--- config.mk ---
export PLATFORM = sky130hd
export DESIGN_NAME = musteri_hizmet_sirasi
export DESIGN_NICKNAME = d
export VERILOG_FILES = /design/src/rtl/musteri_hizmet_sirasi.sv
export SDC_FILE = /design/constraint.sdc
export NUM_CORES = 1
export LEC_CHECK = 0
export BUFFER_PORTS_ARGS = -buffer_cell sky130_fd_sc_hd__buf_2
export CAP_MARGIN = 20
export CELL_PAD_IN_SITES_DETAIL_PLACEMENT = 1
export CELL_PAD_IN_SITES_GLOBAL_PLACEMENT = 2
export CORE_AREA = 3 3 52 54
export CTS_CLUSTER_SIZE = 12
export DETAILED_ROUTE_END_ITERATION = 12
export DIE_AREA = 0 0 55 57
export PLACE_DENSITY = 0.76
export RECOVER_POWER = 25
export SLEW_MARGIN = 25
export SYNTH_ARGS = -nofsm -noshare
export SYNTH_HDL_FRONTEND = slang
export SYNTH_SLANG_ARGS = --single-unit
--- constraint.sdc ---
create_clock -name clk -period 1.8 [get_ports clk]
set_input_delay 0.27 -clock clk [delete_from_list [all_inputs] [get_ports clk]]
set_output_delay 0.27 -clock clk [all_outputs]
set_load 0.03 [all_outputs]
--- src/rtl/musteri_hizmet_sirasi.sv ---
// Service-desk scheduler shared by two customers.
// A grant is decided only while idle: a single request wins outright, two
// requests are settled by priority, and equal priorities alternate between
// the customers. A granted service runs for exactly SERVICE_CYCLES cycles and
// cannot be preempted. The priority comparison seen at each grant is held on
// the red/green/yellow lights until the next grant.
module musteri_hizmet_sirasi #(
    parameter int SERVICE_CYCLES = 4,
    parameter int CW             = 4
) (
    input  logic          clk,
    input  logic          reset,
    input  logic          istek1,
    input  logic          istek2,
    input  logic [1:0]    musteri1,
    input  logic [1:0]    musteri2,
    output logic          hizmet1,
    output logic          hizmet2,
    output logic          bitti,
    output logic [CW-1:0] kalan,
    output logic          kirmizi,
    output logic          yesil,
    output logic          sari
);

    typedef enum logic [1:0] {
        IDLE   = 2'd0,
        SERVE1 = 2'd1,
        SERVE2 = 2'd2
    } state_t;

    localparam logic [CW-1:0] FULL_COUNT = CW'(SERVICE_CYCLES);
    localparam logic [CW-1:0] LAST_COUNT = CW'(1);

    state_t state;

    // High when customer 2 received the most recent grant; the other
    // customer then takes the next tie.
    logic last_two;

    // Priority comparison, also the value latched onto the lights.
    logic gt;
    logic lt;
    logic eq;

    // Who would be granted if the desk were idle this cycle.
    logic pick1;
    logic pick2;

    // Compare the two priorities and resolve who would win a grant now.
    always_comb begin
        gt    = (musteri1 > musteri2);
        lt    = (musteri1 < musteri2);
        eq    = (musteri1 == musteri2);
        pick1 = 1'b0;
        pick2 = 1'b0;
        if (istek1 && istek2) begin
            if (gt) begin
                pick1 = 1'b1;
            end else if (lt) begin
                pick2 = 1'b1;
            end else if (last_two) begin
                pick1 = 1'b1;
            end else begin
                pick2 = 1'b1;
            end
        end else if (istek1) begin
            pick1 = 1'b1;
        end else if (istek2) begin
            pick2 = 1'b1;
        end
    end

    // Scheduler state machine with all outputs registered.
    always_ff @(posedge clk) begin
        if (reset) begin
            state    <= IDLE;
            last_two <= 1'b1;
            hizmet1  <= 1'b0;
            hizmet2  <= 1'b0;
            bitti    <= 1'b0;
            kalan    <= '0;
            kirmizi  <= 1'b0;
            yesil    <= 1'b0;
            sari     <= 1'b0;
        end else begin
            // The completion pulse lasts a single cycle by default.
            bitti <= 1'b0;
            case (state)
                IDLE: begin
                    if (pick1 || pick2) begin
                        state    <= pick1 ? SERVE1 : SERVE2;
                        hizmet1  <= pick1;
                        hizmet2  <= pick2;
                        kalan    <= FULL_COUNT;
                        last_two <= pick2;
                        kirmizi  <= gt;
                        yesil    <= lt;
                        sari     <= eq;
                    end
                end
                SERVE1, SERVE2: begin
                    // Requests and priorities are ignored here, so a service
                    // always runs to its full length.
                    if (kalan == LAST_COUNT) begin
                        state   <= IDLE;
                        hizmet1 <= 1'b0;
                        hizmet2 <= 1'b0;
                        kalan   <= '0;
                        bitti   <= 1'b1;
                    end else begin
                        kalan <= kalan - LAST_COUNT;
                    end
                end
                default: begin
                    state   <= IDLE;
                    hizmet1 <= 1'b0;
                    hizmet2 <= 1'b0;
                    kalan   <= '0;
                end
            endcase
        end
    end

endmodule

After elaboration in Yosys (flattened, before gate mapping)
Cells that the tools add are included.
Widths: inputs -> output; s select.
{"block": "classes", "addsub": 1, "n_lt_le_gt_ge": 2, "eq_ne": 6, "muxes": 24, "bitwise": 1, "reduce_logical": 7}
{"operator": "$mux 1", "n": 15}
{"operator": "$mux 4", "n": 2}
{"operator": "$pmux 4 s2", "n": 1}
{"operator": "$mux 2", "n": 3}
{"operator": "$eq 4x1->1 const B", "n": 1}
{"operator": "$ne 2x2->1 const B", "n": 2}
{"operator": "$pmux 1 s2", "n": 2}
{"operator": "$pmux 2 s2", "n": 1}
{"operator": "$reduce_and 2->1", "n": 2}
{"operator": "$reduce_or 2->1", "n": 2}
{"operator": "$sub 4x1->4 const B", "n": 1}
{"operator": "$eq 2x1->1 const B", "n": 1}
{"operator": "$eq 2x2->1", "n": 1}
{"operator": "$eq 2x2->1 const B", "n": 1}
{"operator": "$gt 2x2->1", "n": 1}
{"operator": "$logic_not 2->1", "n": 1}
{"operator": "$lt 2x2->1", "n": 1}
{"operator": "$logic_and 1x1->1", "n": 1}
{"operator": "$logic_or 1x1->1", "n": 1}
{"operator": "$not 1->1", "n": 1}
{"block": "word_totals", "register_bits": 13, "input_bits": 8, "output_inout_bits": 10, "wordCells": 50}

Depth between registers and ports, before layout
Gate-level depths: netlist of the first run.
{"block": "logic_depth", "depth_word": 7, "depth_mapped": 6, "depth_no_buf": 6}

Least setup slack after synthesis of the first run
Ideal clock, no wire load.
{"block": "synth_path", "path_kind": "register -> register", "from": "reg kalan[1]", "to": "reg kalan[3]", "setup_ps": 74, "arrival_time_ps": 1650, "t_required_ps": 1726, "slack_ps": 76, "stages_incl_launch_ff": 7, "n_path_buf": 0, "synth_period_minus_slack_ps": 1724, "cell_sequence": "dfxtp_1 -> inv_1 -> ha_1 -> or3b_1 -> nand2_1 -> or4_1 -> a31oi_1"}
{"block": "synth_between", "elab_chain_cells": 3, "elab_cells_between_ends": 4, "cone_classes": "add/sub (1); eq/ne (1); mux (2)"}
{"item": "start, declared", "line_no": "20", "text": "output logic [CW-1:0] kalan,"}
{"item": "start signal, assigned", "line_no": "112", "text": "kalan <= kalan - LAST_COUNT;"}
{"item": "$sub 4x1->4 / $eq 4x1->1 (equally long branches)", "line_no": "112, 105"}
{"item": "$mux 4 *", "line_no": "105", "text": "if (kalan == LAST_COUNT) begin"}
{"item": "$pmux 4 s2 *", "line_no": "89", "text": "case (state)"}
Mark *: on every way between the ends. The rest lies on a longest branch, timed or not.
A chain may end at the register's enable or synchronous reset.

Worst setup path after layout of the first run
{"block": "layout_path", "from": "reg kalan[0]", "to": "reg hizmet2"}
{"block": "layout_between", "elab_chain_cells": 3}
{"item": "$eq 4x1->1", "line_no": "105"}
{"item": "$ne 2x2->1 (no line)"}
{"item": "$reduce_and 2->1 (no line)"}
{"item": "end signal, assigned", "line_no": "94", "text": "hizmet2 <= pick2;"}
{"item": "end, declared", "line_no": "18", "text": "output logic hizmet2,"}
No other way between the ends.

==> flow_summary.ini, run 1 <==
[cts]
postCtsSetupBuffers = 0
clk_latency_ps = 270
cts.clk_slew.worst_paths_ps = 80
cts_htree_levels = 1
cts-resized-gates = 0
cts.sinks = 12
ctsHoldBuffers = 0
numCtsBuffers = 3
cts_max_path_buffers = 2
cts_tree = yes
cts-root-buf = clkbuf_4

[yosys]
syn_area_um2 = 638
synth_area_per_cell_um2 = 8.40
yosys_warnings = 0
synth_top_area_share_pct = 37.6
synthTopCellsByArea = dfxtp_1 38%, ha_1 12%, a21oi_1 7.8%
ys.flop_type = dfxtp_1
synth.distinct_cells = 26
synth_edf_count = 0
ys_ff_latch = 12
syn_nets = 90
async_flop_share_pct = 0
syn_inst = 76
synth_area_leader_cell = dfxtp_1
ys_top_cells_by_count = 12 x dfxtp_1, 10 x a21oi_1, 9 x nand2_1
ys_seq_area_share_pct = 37.6
synth.most_common_cell = dfxtp_1

[sta]
slew_headroom_pct = 63.2
timing.final.crit_share_pct = 90.2
worst_slew_pin_slew_ps = 549
setup_tns_ps = 0
max_freq_mhz = 616
setup_viol = 0
finClkSkew_ps = 4.10
hold_viol_final = 0
period_minus_slack_ps = 1620
report.final.slew_viol_count = 0
holdWs_ps = 323
rsz0062_at_grt = no

[grt]
grt_pass1_vias = 635
antenna_found_initial = 0
grt_overflow = 0
grt_pass1_wl_mm = 2.80
grt_use_total_pct = 12.4
grt_max_degree = 13

[run]
drv_cap = 0

[run_status]
outcome = completed

[placement]
placed_cell_area_um2 = 762
io_buffers = 17
dpl.hpwl_mm = 1.29
gp_congestion = 0.753

[floorplanning]
die_area_mm2 = 0.00314
core.rowCount = 17
core-area_mm2 = 0.00225
ios = 18
die_x_um = 55
start_util_pct = 28.3
die_y_um = 57

[worst_setup_path]
path_max_fanout = 6
end_kind = register
worst_ep_required_time_ps = 1950
r2r_cells = 5
crit_path_start_kind = register
path_class = reg -> reg
arrival_ps = 1770

[worst_hold_path]
hold_path_class = in -> reg
holdPathStages = 2

[finish]
nets = 112
diodes = 0
final_design_area_no_fill_um2 = 792
syn2layout_area_growth_pct = 24.1
drive_gt1_share_pct = 18.6

[power_and_ir_drop]
seqPwrFrac_pct = 37.3
power_density_mw_per_mm2 = 1170
p_int_uw = 571
vdd_drop_max_mv = 0.659
pwr-share-clk_pct = 23.2
combPwrFrac_pct = 39.5
switchingPower_uw = 355
swShare_pct = 38.3
leakage_uw = 0.000337

[drt]
drtPass1Iterations = 1
drtIter0Drc = 0
viasPerCell = 4.75
routed_wl_mm = 1.61
drtAntennaViolNets = 0
post_drt_wl_per_cell_um = 12.8
drc = 0
vias = 594
[final cells by class]
type                       instances  area, um^2
fill                             292        1460
timing repair buffer              18        86.3
sequential                        12         240
clock buffer                       4        36.3
multi-input combinational         56         368
inverter                           7        26.3
tap                               28        35.0
[cells in the final DEF, fill, tap and decap left out, types with 2 or more instances in the layout]
cell type,n
nand2_1,9
and2_1,2
clkbuf_4,3
nor4b_1,2
buf_2,12
nor3b_1,2
ha_1,6
clkbuf_1,5
inv_1,7
nor2_1,4
or4_1,2
o21ai_0,5
dfxtp_1,12
a21oi_1,10
[stage by stage]
step	setup slack, ps	util (%)	cells	power (uW)
6_report	176	35.1	125	926
5_1_grt	39.3	35.1	125	1000
4_1_cts	178	35.4	125	940
3_5_place_dp	191	33.8	121	725
3_3_place_gp	240	33.8	121	717
2_1_floorplan	76.0	-	76	611
[registers in the layout, indices dropped and copies added, names as in the netlist]
name,cells
kalan,4
state,2
bitti,1
hizmet2,1
kirmizi,1
last_two,1
sari,1
yesil,1
[kinds of logic (layout without fill, tap and decap cells)]
logic type / count (synthesis) / in the layout / synth area share, %
AND/OR/NAND/NOR: 28 / 28 / 25.7
buffers and inverters: 8 / 29 / 4.71
adder cells (fa/ha/maj): 6 / 6 / 11.8
AO/OA/AOI/OAI: 21 / 21 / 18.6
flip-flops: 12 / 12 / 37.6
multiplexers: 1 / 1 / 1.57
[worst max-delay path: stages, from the launching register on]
cell and delay, ps:
dfxtp_1 430, ha_1 170, or3b_1 380, and2_1 220, o21ai_0 200, a21oi_1 90
[final timing paths]
path / from / end / slack (ps)
min: reset / kalan[1]$_SDFFE_PP0P_ / 320
max reg2reg: kalan[0]$_SDFFE_PP0P_ / hizmet2$_SDFFE_PP0P_ / 180
max: kalan[0]$_SDFFE_PP0P_ / hizmet2$_SDFFE_PP0P_ / 180
min reg2reg: kirmizi$_SDFFE_PP0P_ / kirmizi$_SDFFE_PP0P_ / 460
[metal layers]
| metal | global-route usage, % | routed length (um) | part of all wire, % |
|---|---|---|---|
| met1 | 16.2 | 811 | 51 |
| met4 | 8.33 | 49 | 3.1 |
| met5 | 0 | 0 | 0 |
| met2 | 17.6 | 641 | 40 |
| met3 | 2.87 | 103 | 6.4 |
[power groups by stage]
stage               logic (uW)  registers (uW)  clock network (uW)
finish                     366             346                 215
global route               409             355                 237
CTS                        374             346                 220
detailed placement         374             352                   0
global placement           367             349                   0
floorplan                  194             416                   0
Power figures use the tool's default switching activity.
==> inputs of run 2 (changes only) <==
--- a/config.mk
+++ b/config.mk
@@ -9,11 +9,11 @@
 export CAP_MARGIN = 20
 export CELL_PAD_IN_SITES_DETAIL_PLACEMENT = 1
 export CELL_PAD_IN_SITES_GLOBAL_PLACEMENT = 2
-export CORE_AREA = 3 3 52 54
+export CORE_AREA = 3 3 51 53
 export CTS_CLUSTER_SIZE = 12
 export DETAILED_ROUTE_END_ITERATION = 12
-export DIE_AREA = 0 0 55 57
-export PLACE_DENSITY = 0.76
+export DIE_AREA = 0 0 54 56
+export PLACE_DENSITY = 0.79
 export RECOVER_POWER = 25
 export SLEW_MARGIN = 25
 export SYNTH_ARGS = -nofsm -noshare
==> constraint.sdc (replaced) <==
create_clock -name clk -period 1.9 [get_ports clk]
set_input_delay 0.285 -clock clk [delete_from_list [all_inputs] [get_ports clk]]
set_output_delay 0.285 -clock clk [all_outputs]
set_load 0.03 [all_outputs]
==> run 2 against run 1 <==
First-iteration DRC count rose by 7. Largest cell class unchanged. Sequential power decreased by 5.8%. Critical endpoint is now kalan[3]$_SDFFE_PP0P_. Clock power is 29% lower.
==> flow_summary.ini, run 2 (synthesis results as in run 1) <==
[floorplanning]
die_area_mm2 = 0.00302
die_x_um = 54
core.rowCount = 17
die_y_um = 56
core-area_mm2 = 0.00219
ios = 18
start_util_pct = 29.1

[cts]
postCtsSetupBuffers = 0
cts_tree = yes
cts-root-buf = clkbuf_4
cts-resized-gates = 0
cts_max_path_buffers = 2
cts.sinks = 12
numCtsBuffers = 3
ctsHoldBuffers = 0
cts.clk_slew.worst_paths_ps = 70
clk_latency_ps = 260
cts_htree_levels = 1

[finish]
final_cell_mix = 12 x dfxtp_1, 12 x buf_2, 10 x a21oi_1, 9 x nand2_1, 7 x inv_1
largest_reg_flops = 4
syn2layout_area_growth_pct = 20.8
diodes = 0
drive_gt1_share_pct = 16.8
top_register = kalan
top_regs = kalan: 4 flops, state: 2 flops
final_design_area_no_fill_um2 = 771
nets = 111

[placement]
gp_congestion = 0.727
place_ws_ps = 261
dpl.hpwl_mm = 1.21
placed_cell_area_um2 = 754
io_buffers = 17

[power_and_ir_drop]
pwr-share-clk_pct = 18.6
leakage_uw = 0.000325
switchingPower_uw = 323
p_int_uw = 491
swShare_pct = 39.6
seqPwrFrac_pct = 40.1
combPwrFrac_pct = 41.3
power_density_mw_per_mm2 = 1060
vdd_drop_max_mv = 0.467
power.total_uw = 814

[drt]
viasPerCell = 4.79
drtIter0Drc = 7
vias = 589
drtAntennaViolNets = 0
drc = 0
drtPass1Iterations = 4
routed_wl_mm = 1.55
post_drt_wl_per_cell_um = 12.6

[grt]
grt_overflow = 0
antenna_found_initial = 0
grt_pass1_vias = 575
grt_pass1_wl_mm = 2.62
grt_max_degree = 13
grt_use_total_pct = 11.6

[sta]
setup_viol = 0
finClkSkew_ps = 4.33
rsz0062_at_grt = no
slew_headroom_pct = 64.7
worst_slew_pin_slew_ps = 526
max_freq_mhz = 609
report.final.slew_viol_count = 0
setup_tns_ps = 0
period_minus_slack_ps = 1640
hold_viol_final = 0
layout_setup_ws_ps = 258
timing.final.crit_share_pct = 86.4

[worst_setup_path]
path_class = reg -> reg
worst_ep_required_time_ps = 2100
crit_path_start_kind = register
path_max_fanout = 6
end_kind = register
arrival_ps = 1840

[run]
drv_cap = 0

[run_status]
outcome = completed

[worst_hold_path]
hold_path_class = in -> reg
## run 2: cell count changes in the layout (fill, tap and decap cells not counted), sizes merged
cell and change:
buf -1, clkbuf -1
## run 2: worst max-delay path, cell delays in order, from the launching register on
cell	delay, ps
dfxtp_1	370
inv_1	60
ha_1	360
nand2_1	130
or4_1	520
a31oi_1	130
## run 2: cell type report
| cell class | count | area [um^2] |
|---|---|---|
| clock buffer | 3 | 22.5 |
| fill | 284 | 1420 |
| inverter | 7 | 26.3 |
| multi-input combinational | 56 | 368 |
| sequential | 12 | 240 |
| tap | 28 | 35.0 |
| timing repair buffer | 17 | 78.8 |
## run 2: metrics by stage
step,cells,hold slack [ps],utilization (%)
3_5_place_dp,120,448,34.4
2_1_floorplan,76,361,-
5_1_grt,123,346,35.2
3_3_place_gp,120,437,34.4
6_report,123,346,35.2
4_1_cts,123,350,35.5
## run 2: final timing paths
| path | to | slack [ps] | startpoint | cells past startpoint |
|---|---|---|---|---|
| worst max-delay path | kalan[3]$_SDFFE_PP0P_ | 260 | state[0]$_SDFFE_PP0P_ | 5 |
| worst min-delay path | kalan[1]$_SDFFE_PP0P_ | 350 | reset | 2 |
| worst max register to register | kalan[3]$_SDFFE_PP0P_ | 260 | state[0]$_SDFFE_PP0P_ | 5 |
| worst min register to register | kirmizi$_SDFFE_PP0P_ | 450 | kirmizi$_SDFFE_PP0P_ | 2 |
## run 2: routing by layer
metal	GRT usage, %	share of wire, %	vias to the layer above
met2	17.0	46	10
met5	0	0	-
met3	4.02	5.7	2
met1	15.4	48	269
li1	-	-	308
met4	4.27	0.84	0
## run 2: power by group through the flow
stage	clock [uW]	sequential (uW)	combinational, uW
2_1_floorplan	0	395	184
3_3_place_gp	0	330	342
3_5_place_dp	0	332	345
4_1_cts	160	327	346
5_1_grt	182	335	376
6_report	152	326	336
==> inputs of run 3 (changes only) <==
--- a/config.mk
+++ b/config.mk
@@ -15,6 +15,7 @@
 export DIE_AREA = 0 0 54 56
 export PLACE_DENSITY = 0.79
 export RECOVER_POWER = 25
+export REMOVE_ABC_BUFFERS = 1
 export SLEW_MARGIN = 25
 export SYNTH_ARGS = -nofsm -noshare
 export SYNTH_HDL_FRONTEND = slang
==> run 3 against run 2 <==
Core utilization stayed put. Cell area stayed put. Clock skew down 2.2 ps. Largest power group unchanged. Power grew 1.5%. Via count increased by 1.4%. Wire length increased by 0.45%. Worst hold slack worse by 14 ps. Critical path depth did not move. Largest cell class unchanged. Final cell count did not move.
==> flow_summary.ini, run 3 (synthesis results as in run 1) <==
[run_status]
outcome = completed

[sta]
report.final.slew_viol_count = 0
max_freq_mhz = 589
worst_slew_pin_slew_ps = 581
hold_viol_final = 0
holdWs_ps = 332
period_minus_slack_ps = 1700
timing.final.crit_share_pct = 89.3
finClkSkew_ps = 2.15
setup_tns_ps = 0
rsz0062_at_grt = no
slew_headroom_pct = 61.1
setup_viol = 0

[worst_hold_path]
hold_path_class = in -> reg
holdPathStages = 2

[placement]
dp.cells = 120
io_buffers = 17
dpl.hpwl_mm = 1.19
gp_congestion = 0.710

[finish]
diodes = 0
top_regs = kalan: 4 flops, state: 2 flops
nets = 111
top_register = kalan
largest_reg_flops = 4
final_cell_mix = 12 x dfxtp_1, 12 x buf_2, 10 x a21oi_1, 9 x nand2_1, 7 x inv_1
final_cells = 123
drive_gt1_share_pct = 16.8
syn2layout_area_growth_pct = 20.8
post-route-util_pct = 35.2

[power_and_ir_drop]
leakage_uw = 0.000325
vdd_drop_max_mv = 0.377
power_density_mw_per_mm2 = 1070

[worst_setup_path]
end_kind = register
crit_path_start_kind = register
arrival_ps = 1910
r2r_cells = 5
path_class = reg -> reg
worst_ep_required_time_ps = 2110
path_max_fanout = 6

[floorplanning]
core.rowCount = 17
start_util_pct = 29.1
die_area_mm2 = 0.00302
die_x_um = 54
die_y_um = 56
core-area_mm2 = 0.00219
ios = 18

[drt]
drc = 0
drtAntennaViolNets = 0
viasPerCell = 4.85
drtPass1Iterations = 4
routed_wl_mm = 1.56
vias = 597
post_drt_wl_per_cell_um = 12.7
drtIter0Drc = 5

[grt]
grt_pass1_vias = 582
grt_overflow = 0
grt_pass1_wl_mm = 2.59
grt_max_degree = 13
grt_use_total_pct = 11.7
antenna_found_initial = 0

[cts]
postCtsSetupBuffers = 0
cts_htree_levels = 1
cts_max_path_buffers = 2
cts_tree = yes
cts.clk_slew.worst_paths_ps = 80
clk_latency_ps = 280
cts-resized-gates = 0
ctsHoldBuffers = 0
cts.sinks = 12
cts-root-buf = clkbuf_4
numCtsBuffers = 3

[run]
drv_cap = 0
==> run 3: cell counts in the layout (fill, tap and decap cells not counted) <==
Identical to the previous run, type by type.
==> run 3: per-stage QoR <==
step / cell area (um^2) / setup slack, ps / total power (uW)
after CTS: 777 / 187 / 840
after detailed placement: 754 / 207 / 678
after global routing: 771 / 86.4 / 891
final: 771 / 203 / 826
after floorplan: 634 / 176 / 576
after global placement: 754 / 271 / 670
==> run 3: critical path, cell delays in order, from the launching register on <==
cell and delay, ps:
dfxtp_1 370, inv_1 50, ha_1 360, nand2_1 180
or4_1 530, a31oi_1 140
==> run 3: cell type report <==
cell class	count	area, um^2
clock buffer	3	22.5
fill	297	1420
inverter	7	26.3
multi-input combinational	56	368
sequential	12	240
tap	28	35.0
timing repair buffer	17	78.8
==> run 3: per-layer routing <==
| metal | global-route usage [%] | vias up | share of wire, % |
|---|---|---|---|
| li1 | - | 309 | - |
| met1 | 15.1 | 268 | 49 |
| met2 | 17.0 | 15 | 43 |
| met3 | 2.41 | 5 | 4.7 |
| met4 | 7.47 | 0 | 2.5 |
| met5 | 0 | - | 0 |
==> run 3: worst paths after layout <==
kind	end	slack, ps	from
max reg2reg	kalan[3]$_SDFFE_PP0P_	200	state[0]$_SDFFE_PP0P_
min reg2reg	kirmizi$_SDFFE_PP0P_	460	kirmizi$_SDFFE_PP0P_
min	kalan[1]$_SDFFE_PP0P_	330	reset
max	kalan[3]$_SDFFE_PP0P_	200	state[0]$_SDFFE_PP0P_
==> run 3: power breakdown <==
group / leakage (uW) / total [uW] / switching (uW) / internal, uW
Sequential: 0.0000985 / 326 / 32.5 / 293
Combinational: 0.000213 / 339 / 215 / 125
Clock: 0.0000138 / 161 / 87.8 / 73.5
